**src/rtl/pin_lock_fsm.sv**
```systemverilog
// ---------------------------------------------------------------------------
// pin_lock_fsm
//
// PIN-entry lock controller. Collects PIN_LEN keypad digits one at a time and
// compares them against a runtime-programmable PIN register. Grant/deny is
// decided only after the whole sequence has been entered, so a wrong digit is
// never revealed early. Counts consecutive failures, enforces a timed lockout
// after MAX_TRIES failures and lets the PIN be reprogrammed while unlocked.
//
// Digit handshake: enter is a single-cycle strobe with no back-pressure. A
// digit is consumed on the rising edge where enter=1 and the controller is in
// ENTRY or PROG (and clear=0); in any other state the strobe is dropped.
//
// Ports:
//   clk         in   system clock, rising edge
//   rst_n       in   asynchronous active-low reset
//   digit       in   keypad digit, valid when enter=1
//   enter       in   single-cycle digit strobe
//   clear       in   abort entry / relock
//   prog_en     in   request PIN programming (honoured only in OPEN)
//   unlocked    out  high while in OPEN or PROG
//   locked_out  out  high while in LOCKOUT
//   error       out  one-cycle pulse on a failed attempt
//   prog_done   out  one-cycle pulse when a new PIN is committed
//   digit_idx   out  index of the next digit expected in ENTRY/PROG
//   fail_cnt    out  consecutive failed attempts
//   state_o     out  ENTRY=0, OPEN=1, LOCKOUT=2, PROG=3
// ---------------------------------------------------------------------------
module pin_lock_fsm #(
   parameter int                            PIN_LEN        = 4,
   parameter int                            DIGIT_W        = 4,
   parameter int                            MAX_TRIES      = 3,
   parameter int                            LOCKOUT_CYCLES = 1000,
   parameter logic [PIN_LEN*DIGIT_W-1:0]    DEFAULT_PIN    = 16'h9979,
   localparam int                           IDX_W = (PIN_LEN > 1) ? $clog2(PIN_LEN) : 1,
   localparam int                           FC_W  = (MAX_TRIES > 0) ? $clog2(MAX_TRIES + 1) : 1,
   localparam int                           LC_W  = (LOCKOUT_CYCLES > 1) ? $clog2(LOCKOUT_CYCLES) : 1
) (
   input  logic                clk,
   input  logic                rst_n,
   input  logic [DIGIT_W-1:0]  digit,
   input  logic                enter,
   input  logic                clear,
   input  logic                prog_en,
   output logic                unlocked,
   output logic                locked_out,
   output logic                error,
   output logic                prog_done,
   output logic [IDX_W-1:0]    digit_idx,
   output logic [FC_W-1:0]     fail_cnt,
   output logic [2:0]          state_o
);

   localparam int PIN_W = PIN_LEN * DIGIT_W;

   typedef enum logic [2:0] {
      S_ENTRY   = 3'd0,
      S_OPEN    = 3'd1,
      S_LOCKOUT = 3'd2,
      S_PROG    = 3'd3
   } state_t;

   // state and datapath registers
   state_t              r_state;
   logic [IDX_W-1:0]    r_idx;
   logic                r_mis;
   logic [FC_W-1:0]     r_fail;
   logic [LC_W-1:0]     r_cnt;
   logic [PIN_W-1:0]    r_pin;
   logic [PIN_W-1:0]    r_shadow;

   // registered outputs
   logic                r_unlocked;
   logic                r_locked;
   logic                r_error;
   logic                r_prog_done;

   // next-state values
   state_t              w_state_nxt;
   logic [IDX_W-1:0]    w_idx_nxt;
   logic                w_mis_nxt;
   logic [FC_W-1:0]     w_fail_nxt;
   logic [LC_W-1:0]     w_cnt_nxt;
   logic [PIN_W-1:0]    w_pin_nxt;
   logic [PIN_W-1:0]    w_shadow_nxt;
   logic                w_error_nxt;
   logic                w_done_nxt;

   // helpers
   logic [DIGIT_W-1:0]  w_exp;        // stored PIN digit at the current index
   logic [PIN_W-1:0]    w_shadow_wr;  // shadow with the incoming digit merged in
   logic                w_mis_upd;    // running mismatch including this digit
   logic                w_last;       // current index is the final digit

   // Field select: index 0 is the first-entered digit, held in the MS field.
   always_comb begin
      w_exp       = '0;
      w_shadow_wr = r_shadow;
      for (int i = 0; i < PIN_LEN; i++) begin
         if (r_idx == IDX_W'(i)) begin
            w_exp = r_pin[(PIN_LEN-1-i)*DIGIT_W +: DIGIT_W];
            w_shadow_wr[(PIN_LEN-1-i)*DIGIT_W +: DIGIT_W] = digit;
         end
      end
   end

   assign w_mis_upd = r_mis | (digit != w_exp);
   assign w_last    = (r_idx == IDX_W'(PIN_LEN - 1));

   // Next-state logic. Priority within a cycle: clear > enter > prog_en.
   always_comb begin
      w_state_nxt  = r_state;
      w_idx_nxt    = r_idx;
      w_mis_nxt    = r_mis;
      w_fail_nxt   = r_fail;
      w_cnt_nxt    = r_cnt;
      w_pin_nxt    = r_pin;
      w_shadow_nxt = r_shadow;
      w_error_nxt  = 1'b0;
      w_done_nxt   = 1'b0;

      case (r_state)
         S_ENTRY: begin
            if (clear) begin
               // fail_cnt deliberately kept: clearing must not reset the tally
               w_idx_nxt = '0;
               w_mis_nxt = 1'b0;
            end else if (enter) begin
               if (w_last) begin
                  w_idx_nxt = '0;
                  w_mis_nxt = 1'b0;
                  if (!w_mis_upd) begin
                     w_state_nxt = S_OPEN;
                     w_fail_nxt  = '0;
                  end else if (r_fail == FC_W'(MAX_TRIES - 1)) begin
                     w_state_nxt = S_LOCKOUT;
                     w_error_nxt = 1'b1;
                     w_fail_nxt  = FC_W'(MAX_TRIES);
                     w_cnt_nxt   = LC_W'(LOCKOUT_CYCLES - 1);
                  end else begin
                     w_error_nxt = 1'b1;
                     w_fail_nxt  = r_fail + FC_W'(1);
                  end
               end else begin
                  w_idx_nxt = r_idx + IDX_W'(1);
                  w_mis_nxt = w_mis_upd;
               end
            end
         end

         S_OPEN: begin
            if (clear) begin
               w_state_nxt = S_ENTRY;
               w_idx_nxt   = '0;
               w_mis_nxt   = 1'b0;
            end else if (prog_en) begin
               w_state_nxt = S_PROG;
               w_idx_nxt   = '0;
            end
         end

         S_LOCKOUT: begin
            // counter was loaded with LOCKOUT_CYCLES-1, so the state lasts
            // exactly LOCKOUT_CYCLES cycles including the one where it hits 0
            if (r_cnt == '0) begin
               w_state_nxt = S_ENTRY;
               w_fail_nxt  = '0;
               w_idx_nxt   = '0;
               w_mis_nxt   = 1'b0;
            end else begin
               w_cnt_nxt = r_cnt - LC_W'(1);
            end
         end

         S_PROG: begin
            if (clear) begin
               w_state_nxt = S_ENTRY;
               w_idx_nxt   = '0;
               w_mis_nxt   = 1'b0;
            end else if (enter) begin
               w_shadow_nxt = w_shadow_wr;
               if (w_last) begin
                  // whole new PIN lands in one edge, never partially written
                  w_pin_nxt   = w_shadow_wr;
                  w_done_nxt  = 1'b1;
                  w_state_nxt = S_OPEN;
                  w_idx_nxt   = '0;
               end else begin
                  w_idx_nxt = r_idx + IDX_W'(1);
               end
            end
         end

         default: begin
            w_state_nxt = S_ENTRY;
            w_idx_nxt   = '0;
            w_mis_nxt   = 1'b0;
         end
      endcase
   end

   always_ff @(posedge clk or negedge rst_n) begin
      if (!rst_n) begin
         r_state     <= S_ENTRY;
         r_idx       <= '0;
         r_mis       <= 1'b0;
         r_fail      <= '0;
         r_cnt       <= '0;
         r_pin       <= DEFAULT_PIN;
         r_shadow    <= '0;
         r_unlocked  <= 1'b0;
         r_locked    <= 1'b0;
         r_error     <= 1'b0;
         r_prog_done <= 1'b0;
      end else begin
         r_state     <= w_state_nxt;
         r_idx       <= w_idx_nxt;
         r_mis       <= w_mis_nxt;
         r_fail      <= w_fail_nxt;
         r_cnt       <= w_cnt_nxt;
         r_pin       <= w_pin_nxt;
         r_shadow    <= w_shadow_nxt;
         // flags decoded from the next state so they align with state_o
         r_unlocked  <= (w_state_nxt == S_OPEN) || (w_state_nxt == S_PROG);
         r_locked    <= (w_state_nxt == S_LOCKOUT);
         r_error     <= w_error_nxt;
         r_prog_done <= w_done_nxt;
      end
   end

   assign unlocked   = r_unlocked;
   assign locked_out = r_locked;
   assign error      = r_error;
   assign prog_done  = r_prog_done;
   assign digit_idx  = r_idx;
   assign fail_cnt   = r_fail;
   assign state_o    = r_state;

endmodule

```
**config.mk**
```make
export PLATFORM = sky130hd
export DESIGN_NAME = pin_lock_fsm
export DESIGN_NICKNAME = d
export VERILOG_FILES = /design/src/rtl/pin_lock_fsm.sv
export SDC_FILE = /design/constraint.sdc
export NUM_CORES = 1
export LEC_CHECK = 0
export CELL_PAD_IN_SITES_DETAIL_PLACEMENT = 0
export CELL_PAD_IN_SITES_GLOBAL_PLACEMENT = 2
export CORE_AREA = 2 2 87 89
export DETAILED_ROUTE_END_ITERATION = 12
export DIE_AREA = 0 0 89 91
export PLACE_DENSITY = 0.74
export REMOVE_ABC_BUFFERS = 1
export SETUP_SLACK_MARGIN = 0.5
export SLEW_MARGIN = 20
export SYNTH_ARGS = -nofsm -noshare
export SYNTH_HDL_FRONTEND = slang
export SYNTH_SLANG_ARGS = --single-unit
```
**constraint.sdc**
```tcl
create_clock -name clk -period 3.65 [get_ports clk]
set_input_delay 0.365 -clock clk [delete_from_list [all_inputs] [get_ports clk]]
set_output_delay 0.365 -clock clk [all_outputs]
set_load 0.05 [all_outputs]
```
-- Word level (Yosys, flattened, before mapping)
Cells that the tools add are included.
Widths: inputs -> output; s select.
- register bits: 54
- output and inout bits: 11
- add/sub/neg operators: 3
- equal/unequal tests: 22
- muxes and demuxes: 55
- bitwise gates (word level): 2
- reductions and logical operators: 13
- operator list (kind ; number):
    $mux 10 ; 6
    $mux 3 ; 11
    $mux 4 ; 8
    $mux 2 ; 11
    $pmux 10 s2 ; 1
    $mux 1 ; 14
    $ne 2x2->1 const B ; 7
    $eq 3x2->1 const B ; 4
    $pmux 3 s4 ; 1
    $logic_not 10->1 ; 1
    $sub 10x1->10 const B ; 1
    $reduce_and 3->1 ; 3
    $reduce_and 7->1 ; 1
    $eq 2x2->1 const B ; 3
    $eq 3x1->1 const B ; 2
    $ne 3x3->1 const B ; 2
    $pmux 2 s3 ; 1
    $reduce_and 5->1 ; 1
    $add 2x1->2 const B ; 2
    $ne 4x4->1 ; 1
    $pmux 2 s2 ; 1
    $reduce_and 4->1 ; 1
    $reduce_or 2->1 ; 2
    $logic_not 3->1 ; 1
    9 further kinds ; 9

-- Logic depth before layout (Yosys ltp)
- depth after elaboration: 14
- mapped depth: 10
- mapped depth without buffers: 9

-- Worst setup path before layout
No wires, ideal clock.
- kind: register to register
- start point: reg r_idx[0], in the netlist digit_idx[0]
- end point: reg r_cnt[1]
- library setup time: 0.125 ns
- data arrival time: 2.836 ns
- data required time: 3.525 ns
- slack: 0.690 ns
- cell stages (with the launch flop): 11
- path buffers: 1
- clock period less this slack: 2.960 ns
- cell sequence: dfrtp_1 inv_1 ha_1 buf_4 or2_2 a221oi_1 nor3_1 nor4b_2 nand3_1 nand3_1 mux2_2
- word-level cells in the longest chain between the ends: 9
- RTL lines (what ; line ; source):
    start: declaration ; 65 ; logic [IDX_W-1:0] r_idx;
    start signal: assignment ; 217 ; r_idx <= w_idx_nxt;
    $logic_not 2->1 ; 100 ; if (r_idx == IDX_W'(i)) begin
    $mux 4 (4 in a row) ; 100 ;
    $ne 4x4->1 ; 107 ; assign w_mis_upd = r_mis | (digit != w_exp);
    $or 1x1->1 ; 107 ;
    $ne 2x2->1 (no line) ; n/a ;
    $reduce_and 7->1 (no line) (*) ; n/a ;
    end signal: assignment ; 220 ; r_cnt <= w_cnt_nxt;
    end: declaration ; 68 ; logic [LC_W-1:0] r_cnt;
Mark *: on every way between the ends. The rest lies on a longest branch, timed or not.
A chain may end at the register's enable or synchronous reset.

-- Worst setup path after layout
Ends and elaborated chain as after synthesis.

==> flow_summary.json <==
{
  "dieArea_mm2": 0.00810,
  "cellLeakagePower_uw": 0.00135,
  "vdd_drop_max_v": 0.000121,
  "fp.dieH_um": 91,
  "grt_pass1_wl_um": 10200,
  "r2r_slack_ps": 650,
  "hold_viol": 0,
  "place_hpwl_um": 4330,
  "nets": 296,
  "whs_ps": 40.3,
  "fin_crit_ps": 3000,
  "synth_edf_count": 0,
  "antenna_found_initial": 0,
  "numCtsBuffers": 5,
  "dpl_worst_slack_ps": 591,
  "cp_common_cell": "nand3_1",
  "gp_congestion": 0.750,
  "tns_ps": 0,
  "synthFlopType": "dfrtp_1",
  "io_buffers": 19,
  "hold_class": "in2async",
  "async_flop_share_pct": 100,
  "cp.required_ps": 3840,
  "drt_pass1_iterations": 4,
  "hold_buffers": 0,
  "vias_per_cell": 5.02,
  "cts-root-buf": "clkbuf_8",
  "avgSynthCellArea_um2": 9.90,
  "synthCells": 263,
  "worst_pin_slew_ps": 559,
  "fin_util_pct": 41.8,
  "r2r-end": "r_cnt[1]",
  "rsz0062_at_grt": "yes",
  "grt_max_degree": 28,
  "antennaDiodeCount": 0,
  "grt_use_met3_pct": 3.27,
  "overflow": 0,
  "cpMaxStageDelayCell": "dfrtp_1",
  "grt.total_usage_pct": 16.3,
  "fmax_mhz": 334,
  "met2_usage_pct": 22.4,
  "rows": 31,
  "setup_ws_ps": 652,
  "place_area_mm2": 0.00289,
  "synth.distinct_cells": 49,
  "synthesis.area_mm2": 0.00260,
  "fin_area_mm2": 0.00299,
  "wl_um": 5910,
  "finClkSkew_ps": 7.65,
  "ant_nets": 0,
  "die-width_um": 89,
  "slew_violations": 0,
  "period_share_pct": 82.1,
  "endpoint_kind": "flop",
  "ys_warn_count": 0,
  "fillers": 710,
  "cts_setup_buffers": 0,
  "final_common_cell": "nand2_1",
  "drive_gt1_share_pct": 17.4,
  "cts_resized": 0,
  "clock_latency_ps": 300,
  "slowest_delay_ps": 430,
  "power.density_mw_per_mm2": 344,
  "clk_path_buf_depth": 2,
  "criticalPathCategory": "reg2reg",
  "grt-busiest-layer": "met1",
  "mostFrequentLayoutCells": "43 x nand2_1, 41 x dfrtp_1, 24 x o21ai_0, 18 x clkdlybuf4s50_1",
  "core_area_mm2": 0.00714,
  "status": "complete, no violations",
  "critPathMaxFanout": 9,
  "wl_per_cell_um": 15.5,
  "htree_levels": 2,
  "drc": 0,
  "multi_input_area_mm2": 0.00124,
  "synth_seq_area_share_pct": 48.5,
  "initial_core_util_pct": 36.5,
  "path_cells": "inv_1, ha_1, or2_2, a221oi_1, nor3_1, nor4b_2, nand3_1, nand3_1, mux2_2",
  "boundaryPins": 20,
  "setup_viol": 0,
  "clock_sinks": 50,
  "critPathLaunchType": "flop",
  "maxSlewHeadroom_pct": 62.6,
  "vias": 1913,
  "cap_violations": 0,
  "r2r_cells": 9,
  "ff_latch_area_mm2": 0.00126,
  "first_global_vias": 1890,
  "tritoncts": "built",
  "grt_use_met1_pct": 25.8,
  "ys_ff_latch": 50,
  "critical_path_arrival_ps": 3190,
  "area_growth_pct": 14.6,
  "clk_pin_slew_ps": 90,
  "worstReg2RegStart": "digit_idx[0]",
  "drtIter0Drc": 63
}
cell usage after synthesis, types with 2 or more instances:
| library cell | count | area [um2] |
|---|---|---|
| a21oi_1 | 6 | 30.0 |
| a221oi_1 | 3 | 26.3 |
| a31oi_1 | 3 | 18.8 |
| and2_1 | 2 | 12.5 |
| and3_1 | 4 | 25.0 |
| and4_1 | 2 | 17.5 |
| buf_2 | 3 | 15.0 |
| clkbuf_1 | 9 | 33.8 |
| dfrtp_1 | 41 | 1030 |
| dfstp_2 | 9 | 236 |
| ha_1 | 6 | 75.1 |
| inv_1 | 11 | 41.3 |
| mux2_2 | 14 | 158 |
| mux2i_1 | 13 | 130 |
| nand2_1 | 43 | 161 |
| nand2b_1 | 2 | 12.5 |
| nand3_1 | 8 | 40.0 |
| nand4_1 | 2 | 12.5 |
| nor2_1 | 14 | 52.6 |
| nor2b_1 | 3 | 18.8 |
| nor3_1 | 8 | 40.0 |
| nor3b_1 | 3 | 22.5 |
| o21ai_0 | 25 | 125 |
| o22ai_1 | 3 | 18.8 |
| xnor2_1 | 2 | 17.5 |
worst max-delay path by stage:
stage,startpoint,end,cells past startpoint
finish,digit_idx[0],r_cnt[1],9
detailed placement,digit_idx[0],r_cnt[6],9
global placement,digit_idx[0],r_cnt[1],9
floorplan,digit_idx[0],r_cnt[1],9
global route,digit_idx[1],r_cnt[1],9
CTS,digit_idx[0],r_cnt[6],9
worst max-delay path, delay by kind of cell, from the launching register on:
family          cells  cell delay (ps)
simple gates        5             1390
fa+ha+maj           1              340
flops               1              430
buf+inv             1              100
mux                 1              350
compound gates      1              300
routing by layer:
layer | routed length (um) | vias to the layer above | part of all wire, %
met3 | 163 | 2 | 2.8
li1 | - | 948 | -
met2 | 2560 | 29 | 43
met1 | 3150 | 934 | 53
met4 | 35 | 0 | 0.59
met5 | 0 | - | 0
layout make-up:
| class | count | area share (%) |
|---|---|---|
| flip-flops and latches | 50 | 42.3 |
| multi-input cells | 188 | 41.4 |
| repair buffers | 25 | 7.71 |
| well taps | 99 | 4.15 |
| clock buffers | 7 | 2.89 |
| inverters | 11 | 1.38 |
| clock inverters | 1 | 0.168 |
state kept, by name, indices dropped and copies added (netlist names):
register	count
locked_out	1
r_pin	16
state_o	3
fail_cnt	2
error	1
digit_idx	2
unlocked	1
prog_done	1
r_cnt	10
r_shadow	12
r_mis	1
where the power goes:
group	total, uW	switching, uW	internal [uW]
sequential	574	10.6	563
clock	337	184	153
combinational	115	70.3	44.5
total	1030	265	761
stage by stage:
stage	cells	total power (uW)
floorplan	249	651
global placement	373	702
detailed placement	373	701
CTS	381	1050
global route	381	1090
finish	381	1030
cell families (layout without fill, tap and decap cells):
kind of cell               after synthesis  after routing  share of synthesized area [%]
and+or+nand+nor                        101            101                           19.5
AOI/OAI and AO/OA                       50             50                           12.7
DFF                                     50             50                           48.5
muxes                                   27             27                           11.0
buffers and inverters                   25             44                           4.18
adders and majority gates                6              6                           2.88
xor gates and xnor gates                 3              3                           1.01
other                                    1              1                          0.144
Note: power is estimated with default switching activity, not from simulation.
